File: config.mk
export PLATFORM = sky130hd
export DESIGN_NAME = normalizer_flat
export DESIGN_NICKNAME = d
export VERILOG_FILES = /design/src/rtl/normalizer_if.sv /design/src/rtl/normalizer.sv /design/src/flat_wrapper.sv
export SDC_FILE = /design/constraint.sdc
export NUM_CORES = 1
export LEC_CHECK = 0
export BUFFER_PORTS_ARGS = -buffer_cell sky130_fd_sc_hd__clkbuf_2
export CORE_ASPECT_RATIO = 2
export CORE_MARGIN = 2
export CORE_UTILIZATION = 56
export CTS_BUF_LIST = sky130_fd_sc_hd__clkbuf_16
export CTS_CLUSTER_SIZE = 20
export DETAILED_ROUTE_END_ITERATION = 7
export PLACE_DENSITY = 0.77
export SYNTH_ARGS = -nofsm -noshare
export SYNTH_HDL_FRONTEND = slang
export SYNTH_SLANG_ARGS = --single-unit
File: constraint.sdc
create_clock -name clk -period 14.85 [get_ports clk]
set_clock_uncertainty 0.15 [all_clocks]
set_input_delay 2.97 -clock clk [delete_from_list [all_inputs] [get_ports clk]]
set_output_delay 2.97 -clock clk [all_outputs]
set_load 0.1 [all_outputs]
File: src/rtl/normalizer_if.sv
// normalizer_if: handshake bundle between a producer/consumer and the
// normalizer.
//
// Input side:  in_valid, in_ready, A, Mode
// Output side: out_valid, out_ready, Result, Count, Zero
//
// Modports:
//   slave  - the normalizer (accepts operands, offers results)
//   master - the client (offers operands, accepts results)
interface normalizer_if #(
  parameter int DATA_WIDTH = 32,
  parameter int CNT_WIDTH  = 6
);
  logic                  in_valid;
  logic                  in_ready;
  logic [DATA_WIDTH-1:0] A;
  logic                  Mode;
  logic                  out_valid;
  logic                  out_ready;
  logic [DATA_WIDTH-1:0] Result;
  logic [CNT_WIDTH-1:0]  Count;
  logic                  Zero;

  modport slave (
    input  in_valid, A, Mode, out_ready,
    output in_ready, out_valid, Result, Count, Zero
  );

  modport master (
    output in_valid, A, Mode, out_ready,
    input  in_ready, out_valid, Result, Count, Zero
  );
endinterface

File: src/rtl/normalizer.sv
// normalizer: multi-cycle normalization unit (CLZ / CLS).
//
// The unit accepts operand A and Mode. It finds the left shift that
// normalizes A and returns the shifted value (Result) and the shift
// amount (Count).
//   Mode 0: Count is the number of leading zeros.
//           A == 0 gives Count = 32.
//   Mode 1: Count is the number of redundant sign bits.
//           The maximum is 31.
// Zero flags an all-zero operand.
//
// The search is a binary one, one step per clock with k = 16, 8, 4, 2, 1.
// A result appears five edges after the accepting edge.
//
// Ports:
//   clk   - clock, rising edge
//   rst_n - asynchronous active-low reset
//   bus   - normalizer_if.slave
//           (in_valid/in_ready/A/Mode, out_valid/out_ready/Result/Count/Zero)
module normalizer #(
  parameter int DATA_WIDTH = 32,
  parameter int CNT_WIDTH  = 6
) (
  input  logic         clk,
  input  logic         rst_n,
  normalizer_if.slave  bus
);

  localparam int SW = CNT_WIDTH - 1;
  localparam logic [SW-1:0] STEP0 = SW'(DATA_WIDTH / 2);

  typedef enum logic [1:0] {IDLE, SCAN, DONE} state_t;

  state_t                state_q, state_d;
  logic [DATA_WIDTH-1:0] work_q,  work_d;
  logic [CNT_WIDTH-1:0]  cnt_q,   cnt_d;
  logic                  zero_q,  zero_d;
  logic                  mode_q,  mode_d;
  logic [SW-1:0]         step_q,  step_d;
  logic                  hit;

  // Top k bits of w are all zero.
  function automatic logic top_zero(input logic [DATA_WIDTH-1:0] w,
                                    input logic [SW-1:0]         k);
    logic [DATA_WIDTH-1:0] sh;
    sh = w >> (DATA_WIDTH - int'(k));
    return (sh == '0);
  endfunction

  // Top k+1 bits of w are all equal. The arithmetic shift leaves those
  // bits at the bottom and replicates the sign above them, so they are
  // equal exactly when the whole word is all zeros or all ones.
  function automatic logic top_sign(input logic [DATA_WIDTH-1:0] w,
                                    input logic [SW-1:0]         k);
    logic signed [DATA_WIDTH-1:0] sh;
    sh = $signed(w) >>> (DATA_WIDTH - 1 - int'(k));
    return (sh == '0) || (&sh);
  endfunction

  always_comb begin
    state_d = state_q;
    work_d  = work_q;
    cnt_d   = cnt_q;
    zero_d  = zero_q;
    mode_d  = mode_q;
    step_d  = step_q;
    hit     = mode_q ? top_sign(work_q, step_q) : top_zero(work_q, step_q);

    case (state_q)
      IDLE: begin
        if (bus.in_valid) begin
          work_d  = bus.A;
          mode_d  = bus.Mode;
          cnt_d   = '0;
          zero_d  = (bus.A == '0);
          step_d  = STEP0;
          state_d = SCAN;
        end
      end
      SCAN: begin
        if (hit) begin
          work_d = work_q << step_q;
          cnt_d  = cnt_q + CNT_WIDTH'(step_q);
        end
        step_d = step_q >> 1;
        if (step_q == SW'(1)) begin
          state_d = DONE;
          step_d  = STEP0;
          // The steps sum to 31 at most. An all-zero unsigned operand
          // needs the full width.
          if (!mode_q && zero_q) begin
            cnt_d = CNT_WIDTH'(DATA_WIDTH);
          end
        end
      end
      DONE: begin
        if (bus.out_ready) begin
          state_d = IDLE;
        end
      end
      default: state_d = IDLE;
    endcase
  end

  always_ff @(posedge clk or negedge rst_n) begin
    if (!rst_n) begin
      state_q <= IDLE;
      work_q  <= '0;
      cnt_q   <= '0;
      zero_q  <= 1'b0;
      mode_q  <= 1'b0;
      step_q  <= STEP0;
    end else begin
      state_q <= state_d;
      work_q  <= work_d;
      cnt_q   <= cnt_d;
      zero_q  <= zero_d;
      mode_q  <= mode_d;
      step_q  <= step_d;
    end
  end

  // in_ready is gated by rst_n so that it stays low for the whole reset
  // assertion, even though the state register already reads IDLE.
  assign bus.in_ready  = (state_q == IDLE) && rst_n;
  assign bus.out_valid = (state_q == DONE);
  assign bus.Result    = work_q;
  assign bus.Count     = cnt_q;
  assign bus.Zero      = zero_q;

endmodule

File: src/flat_wrapper.sv
// flat-port wrapper written by rule: the top's interface ports become plain ports
module normalizer_flat 
#(
  parameter int DATA_WIDTH = 32,
  parameter int CNT_WIDTH  = 6
)
  (clk, rst_n, bus_in_valid, bus_A, bus_Mode, bus_out_ready, bus_in_ready, bus_out_valid, bus_Result, bus_Count, bus_Zero);
  normalizer_if #(.DATA_WIDTH(DATA_WIDTH), .CNT_WIDTH(CNT_WIDTH)) bus_i ();
  input  logic clk;
  input  logic rst_n;
  input wire logic [$bits(bus_i.in_valid)-1:0] bus_in_valid;
  input wire logic [$bits(bus_i.A)-1:0] bus_A;
  input wire logic [$bits(bus_i.Mode)-1:0] bus_Mode;
  input wire logic [$bits(bus_i.out_ready)-1:0] bus_out_ready;
  output wire logic [$bits(bus_i.in_ready)-1:0] bus_in_ready;
  output wire logic [$bits(bus_i.out_valid)-1:0] bus_out_valid;
  output wire logic [$bits(bus_i.Result)-1:0] bus_Result;
  output wire logic [$bits(bus_i.Count)-1:0] bus_Count;
  output wire logic [$bits(bus_i.Zero)-1:0] bus_Zero;
  assign bus_i.in_valid = bus_in_valid;
  assign bus_i.A = bus_A;
  assign bus_i.Mode = bus_Mode;
  assign bus_i.out_ready = bus_out_ready;
  assign bus_in_ready = bus_i.in_ready;
  assign bus_out_valid = bus_i.out_valid;
  assign bus_Result = bus_i.Result;
  assign bus_Count = bus_i.Count;
  assign bus_Zero = bus_i.Zero;
  normalizer #(.DATA_WIDTH(DATA_WIDTH), .CNT_WIDTH(CNT_WIDTH)) u_core (.clk(clk), .rst_n(rst_n), .bus(bus_i));
endmodule
After elaboration in Yosys (flattened, before gate mapping):

Cells that the tools add are included.

* $add $sub $neg: 3
* equal/unequal tests: 7
* mux-type cells: 16
* reduce and logical (&&, ||, !) cells: 14
* shift-type cells: 3

Operator list (number)
* zero test 32 bit: 3
* two-way mux 32 bit: 2
* case mux 32 bit (2 select lines): 1
* AND reduction 32 bit: 1
* << shifter 32 x 5 -> 32 bit: 1
* right shift 32 x 32 -> 32 bit: 1
* >>> shifter 32 x 32 -> 32 bit: 1
* two-way mux 6 bit: 4
* case mux 6 bit (2 select lines): 1
* two-way mux 5 bit: 2
* case mux 5 bit (2 select lines): 1
* subtractor 6 x 5 -> 7 bit (first input constant): 1
* adder 6 x 5 -> 6 bit: 1
* two-way mux 2 bit: 3
* case mux 2 bit (3 select lines): 1
* AND reduction 3 bit: 2
* subtractor 5 x 5 -> 6 bit (first input constant): 1
* equality test 5 x 1 -> 1 bit (second input constant): 1
* != test 2 x 1 -> 1 bit (second input constant): 2
* != test 2 bit (second input constant): 2
* AND reduction 2 bit: 2
* equality test 2 x 1 -> 1 bit (second input constant): 1
* equality test 2 bit (second input constant): 1
* logical AND 1 bit: 2
* 5 further kinds: 5

* flip-flop bits (word level): 47
* logic and storage cells: 49
* bits of input ports: 37

Depth between registers and ports, before layout:

* depth after elaboration: 9
* depth in mapped cells: 20
* gate-level depth less buffers: 11

Least setup slack after synthesis:

OpenSTA, ideal clock, no wires.

* kind: input port to output port
* start: input port rst_n
* end: output port bus_in_ready
* setup slack: 8.026 ns
* stages: 1
* data arrival time: 3.704 ns
* path through: and2_1

* cells in the longest elaborated chain, start to end: 1

RTL lines
* from (decl): line flat_wrapper.sv:10 `input logic rst_n;`
* logical AND 1 bit: line normalizer.sv:125 `assign bus.in_ready = (state_q == IDLE) && rst_n;`
* to (decl): line flat_wrapper.sv:15 `output wire logic [$bits(bus_i.in_ready)-1:0] bus_in_ready;`

No other way between the ends.

Worst setup path in the final report:

Ends and elaborated chain as after synthesis.

==> key figures <==
Cells and area
  – # diodes: 0
  – Fin util: between 60% and 70%
  – Area occupied by multi-input gates: around 5100 µm²
  – Fill cell count: roughly 1100
  – Nets: roughly 860
  – Non-filler cells, final: between 900 and 1000
  – Seq. cell area: roughly 1200 µm²
  – Layout area overhead: 6.09%
  – Layout cells sized above 1: about 22%

CTS
  – Worst-skew pair later-pin latency: 0.29 ns
  – CTS buffer count: 5
  – CTS tree: built
  – CTS max path bufs: 2
  – CTS Hold Bufs: 0
  – H-tree depth: 2
  – CTS Sinks: 47
  – Post-CTS sizing: 0
  – CTS root buf: clkbuf_16
  – Post-CTS Setup Bufs: 0
  – Clk slew on worst S/H paths: 0.06 ns

Drt
  – Wirelength per Cell: about 26 µm
  – Max layer used: met4
  – WL met1: roughly 8900 µm
  – Wire length on met2: approximately 12000 µm
  – Drt total wl: around 25000 µm
  – Drt drc: 0
  – Met3 wire len: between 2000 and 2500 µm
  – Vias after detailed routing: ~7300
  – Initial DRC count: between 900 and 1000
  – TritonRoute pass-1 iters: 5
  – Post-route ant nets: 0
  – Via density: roughly 7.6

STA
  – Unrepaired setup endpoints after global routing: false
  – Setup_tns: 0 ns
  – Period utilization: 49.6%
  – Slew HR: 34.1%
  – Max Fclk: approximately 140 MHz
  – Final Slew Violations: 0
  – Setup Viol. Count Final: 0
  – Min Tclk post-route: 7.36 ns
  – Worst-Margin Slew: approximately 0.99 ns
  – Fin. Hold Viols: 0
  – Final setup margin: between 7 and 8 ns

Floorplan
  – Die area: around 13000 µm²
  – Core Box Area: 12000 µm²
  – Initial Utilization: a little under three fifths
  – Site row count: 57
  – I/O pin cnt: 78
  – Chip height: about 160 µm
  – Horiz. Die Dim: ~82 µm

Global routing
  – Largest net degree at the start of global routing: 68
  – First-pass GRT wire length: between 30000 and 40000 µm
  – Global-route usage over all layers: between 30% and 40%
  – Antenna violations before repair: 0
  – Global route overflow: 0
  – Vias in the first global route: a little under 7000

Synthesis
  – Post-synth top area share: 16.9%
  – Post-Synth Adder-Cell Area: approximately 1.6%
  – Largest family of logic cells by synthesized area: multiplexers
  – Avg Cell Area, Syn: approximately 8.4 µm²
  – Synthesized flop and latch total: 47
  – Compound-Gate Fraction of Synth Area: 25.5%
  – Post-synth top cells: 95 x nand2_1, 62 x mux2i_1, 52 x nor2_1
  – Synth Flop Type: dfrtp_1
  – Xor/xnor share of the synthesized area: 0.771%
  – Ys async rst share: 100%
  – Cells after Synth: just over 800
  – Top-count cell post-synth: nand2_1
  – Post-synth EDFFs: 0
  – Mux share of post-synthesis cell area: slightly below 30%
  – Synth area leaders: dfrtp_1 17%, mux4_2 15%, mux2i_1 9.1%, nand2_1 5.2%, o21ai_0 3.5%
  – Post-synthesis cell type count: 76
  – Register area share after synthesis: roughly 17%
  – Yosys warns: 0
  – Mapped Area: 6820 µm²
  – Mapped Nets: ~860
  – Post-Synth Simple-Gate Area: roughly 18%
  – Area leader, netlist: dfrtp_1

Critical path
  – Most common cell on crit path: clkbuf_2
  – Crit Path Class: in -> out
  – CP cell instances: clkbuf_2 -> buf_4 -> and2_1 -> clkbuf_2
  – Crit-path leading delay family: buffers and inverters
  – Worst Path Required: 11.73 ns
  – Startpoint type of the worst setup path: primary input
  – Slowest CP cell: buf_4
  – CP peak stage delay: ~0.51 ns
  – Crit path buffers/inverters: 3
  – Crit-path max FO: 48
  – Setup crit end kind: primary output
  – CP arrival: approximately 4.2 ns

Placed design
  – Detail Placement HPWL: 17500 µm
  – DP Cell Count: ~960
  – Port bufs: 77
  – Final Wtd Congestion: a little over 1
  – Setup WS pre-CTS: about 7.5 ns

Status
  – Status: finished, final reports clean

Worst hold path
  – Worst Hold Class: reg -> reg

Run
  – Max-cap violations: 0
-- sequential cells by signal (all words and copies together), names as in the netlist --
signal             count
u_core.bus.Count       6
u_core.bus.Result     32
u_core.bus.Zero        1
u_core.mode_q          1
u_core.state_q         2
u_core.step_q          5
-- worst paths after layout --
check	from	end	slack, ns	cells after the start
min	u_core.bus.Count[2]$_DFFE_PN0P_	u_core.bus.Count[2]$_DFFE_PN0P_	0.38	1
max	rst_n	bus_in_ready	7.49	4
max reg2reg	u_core.step_q[0]$_DFFE_PN0P_	u_core.bus.Result[11]$_DFFE_PN0P_	8.63	14
min in group asynchronous	rst_n	u_core.step_q[3]$_DFFE_PN0P_	2.64	2
max in group asynchronous	rst_n	u_core.step_q[1]$_DFFE_PN0P_	11.44	2
min reg2reg	u_core.bus.Count[2]$_DFFE_PN0P_	u_core.bus.Count[2]$_DFFE_PN0P_	0.38	1
-- final cells by class --
| cell class | count | area share, % |
|---|---|---|
| clock buffers | 5 | 1.73 |
| well taps | 147 | 2.54 |
| multi-input cells | 648 | 71.1 |
| inverters | 26 | 1.35 |
| clock inverters | 3 | 0.173 |
| repair buffers | 90 | 6.68 |
| flip-flops and latches | 47 | 16.4 |
-- routing by layer --
metal | up-vias | global-route usage [%]
met3 | 137 | 7.23
met1 | 3495 | 48.3
met2 | 552 | 59.2
li1 | 3159 | -
met4 | 0 | 23.3
met5 | - | 0
-- cell usage in the layout (no fill, tap or decap), drive strengths merged, types with 8 or more instances in the layout --
cell type  synthesis  layout
nor4              14      14
buf               39      13
dfrtp             46      46
nor2              53      53
clkbuf            51      82
a221oi            15      15
o22ai             10      10
nand4             11      11
o21ai             48      48
mux2              34      34
a211oi            14      14
a2111oi           10      10
nand3             10      10
nand2b             8       8
nor3              24      24
a21oi             38      38
nand2             95      95
mux2i             62      62
nor2b             14      14
inv               24      26
a31oi             16      16
mux4              44      44
-- metrics by stage --
step	instance area (µm²)	hold slack, ns
3_3_place_gp	7090	0.355
6_report	7230	0.384
3_5_place_dp	7090	0.369
2_1_floorplan	6820	0.400
4_1_cts	7230	0.386
5_1_grt	7230	0.412
-- kinds of logic (layout without fill, tap and decap cells) --
family,count (synthesis),in the layout
AO/OA/AOI/OAI,236,236
AND/OR/NAND/NOR,258,258
flip-flops,47,47
adder cells (fa/ha/maj),8,8
XOR/XNOR,6,6
buffers and inverters,116,124
multiplexers,140,140
-- worst register-to-register path: cells and delay by family, from the launching register on --
| kind | cells | cell delay (ns) |
|---|---|---|
| flops | 1 | 0.94 |
| fa+ha+maj | 1 | 0.43 |
| compound gates | 6 | 2.10 |
| simple gates | 1 | 0.41 |
| buf+inv | 5 | 1.70 |
| mux | 1 | 0.35 |
Power is left out: the tool's default activity adds up to more than one toggle a clock period on the data nets, which glitch-free logic cannot reach.
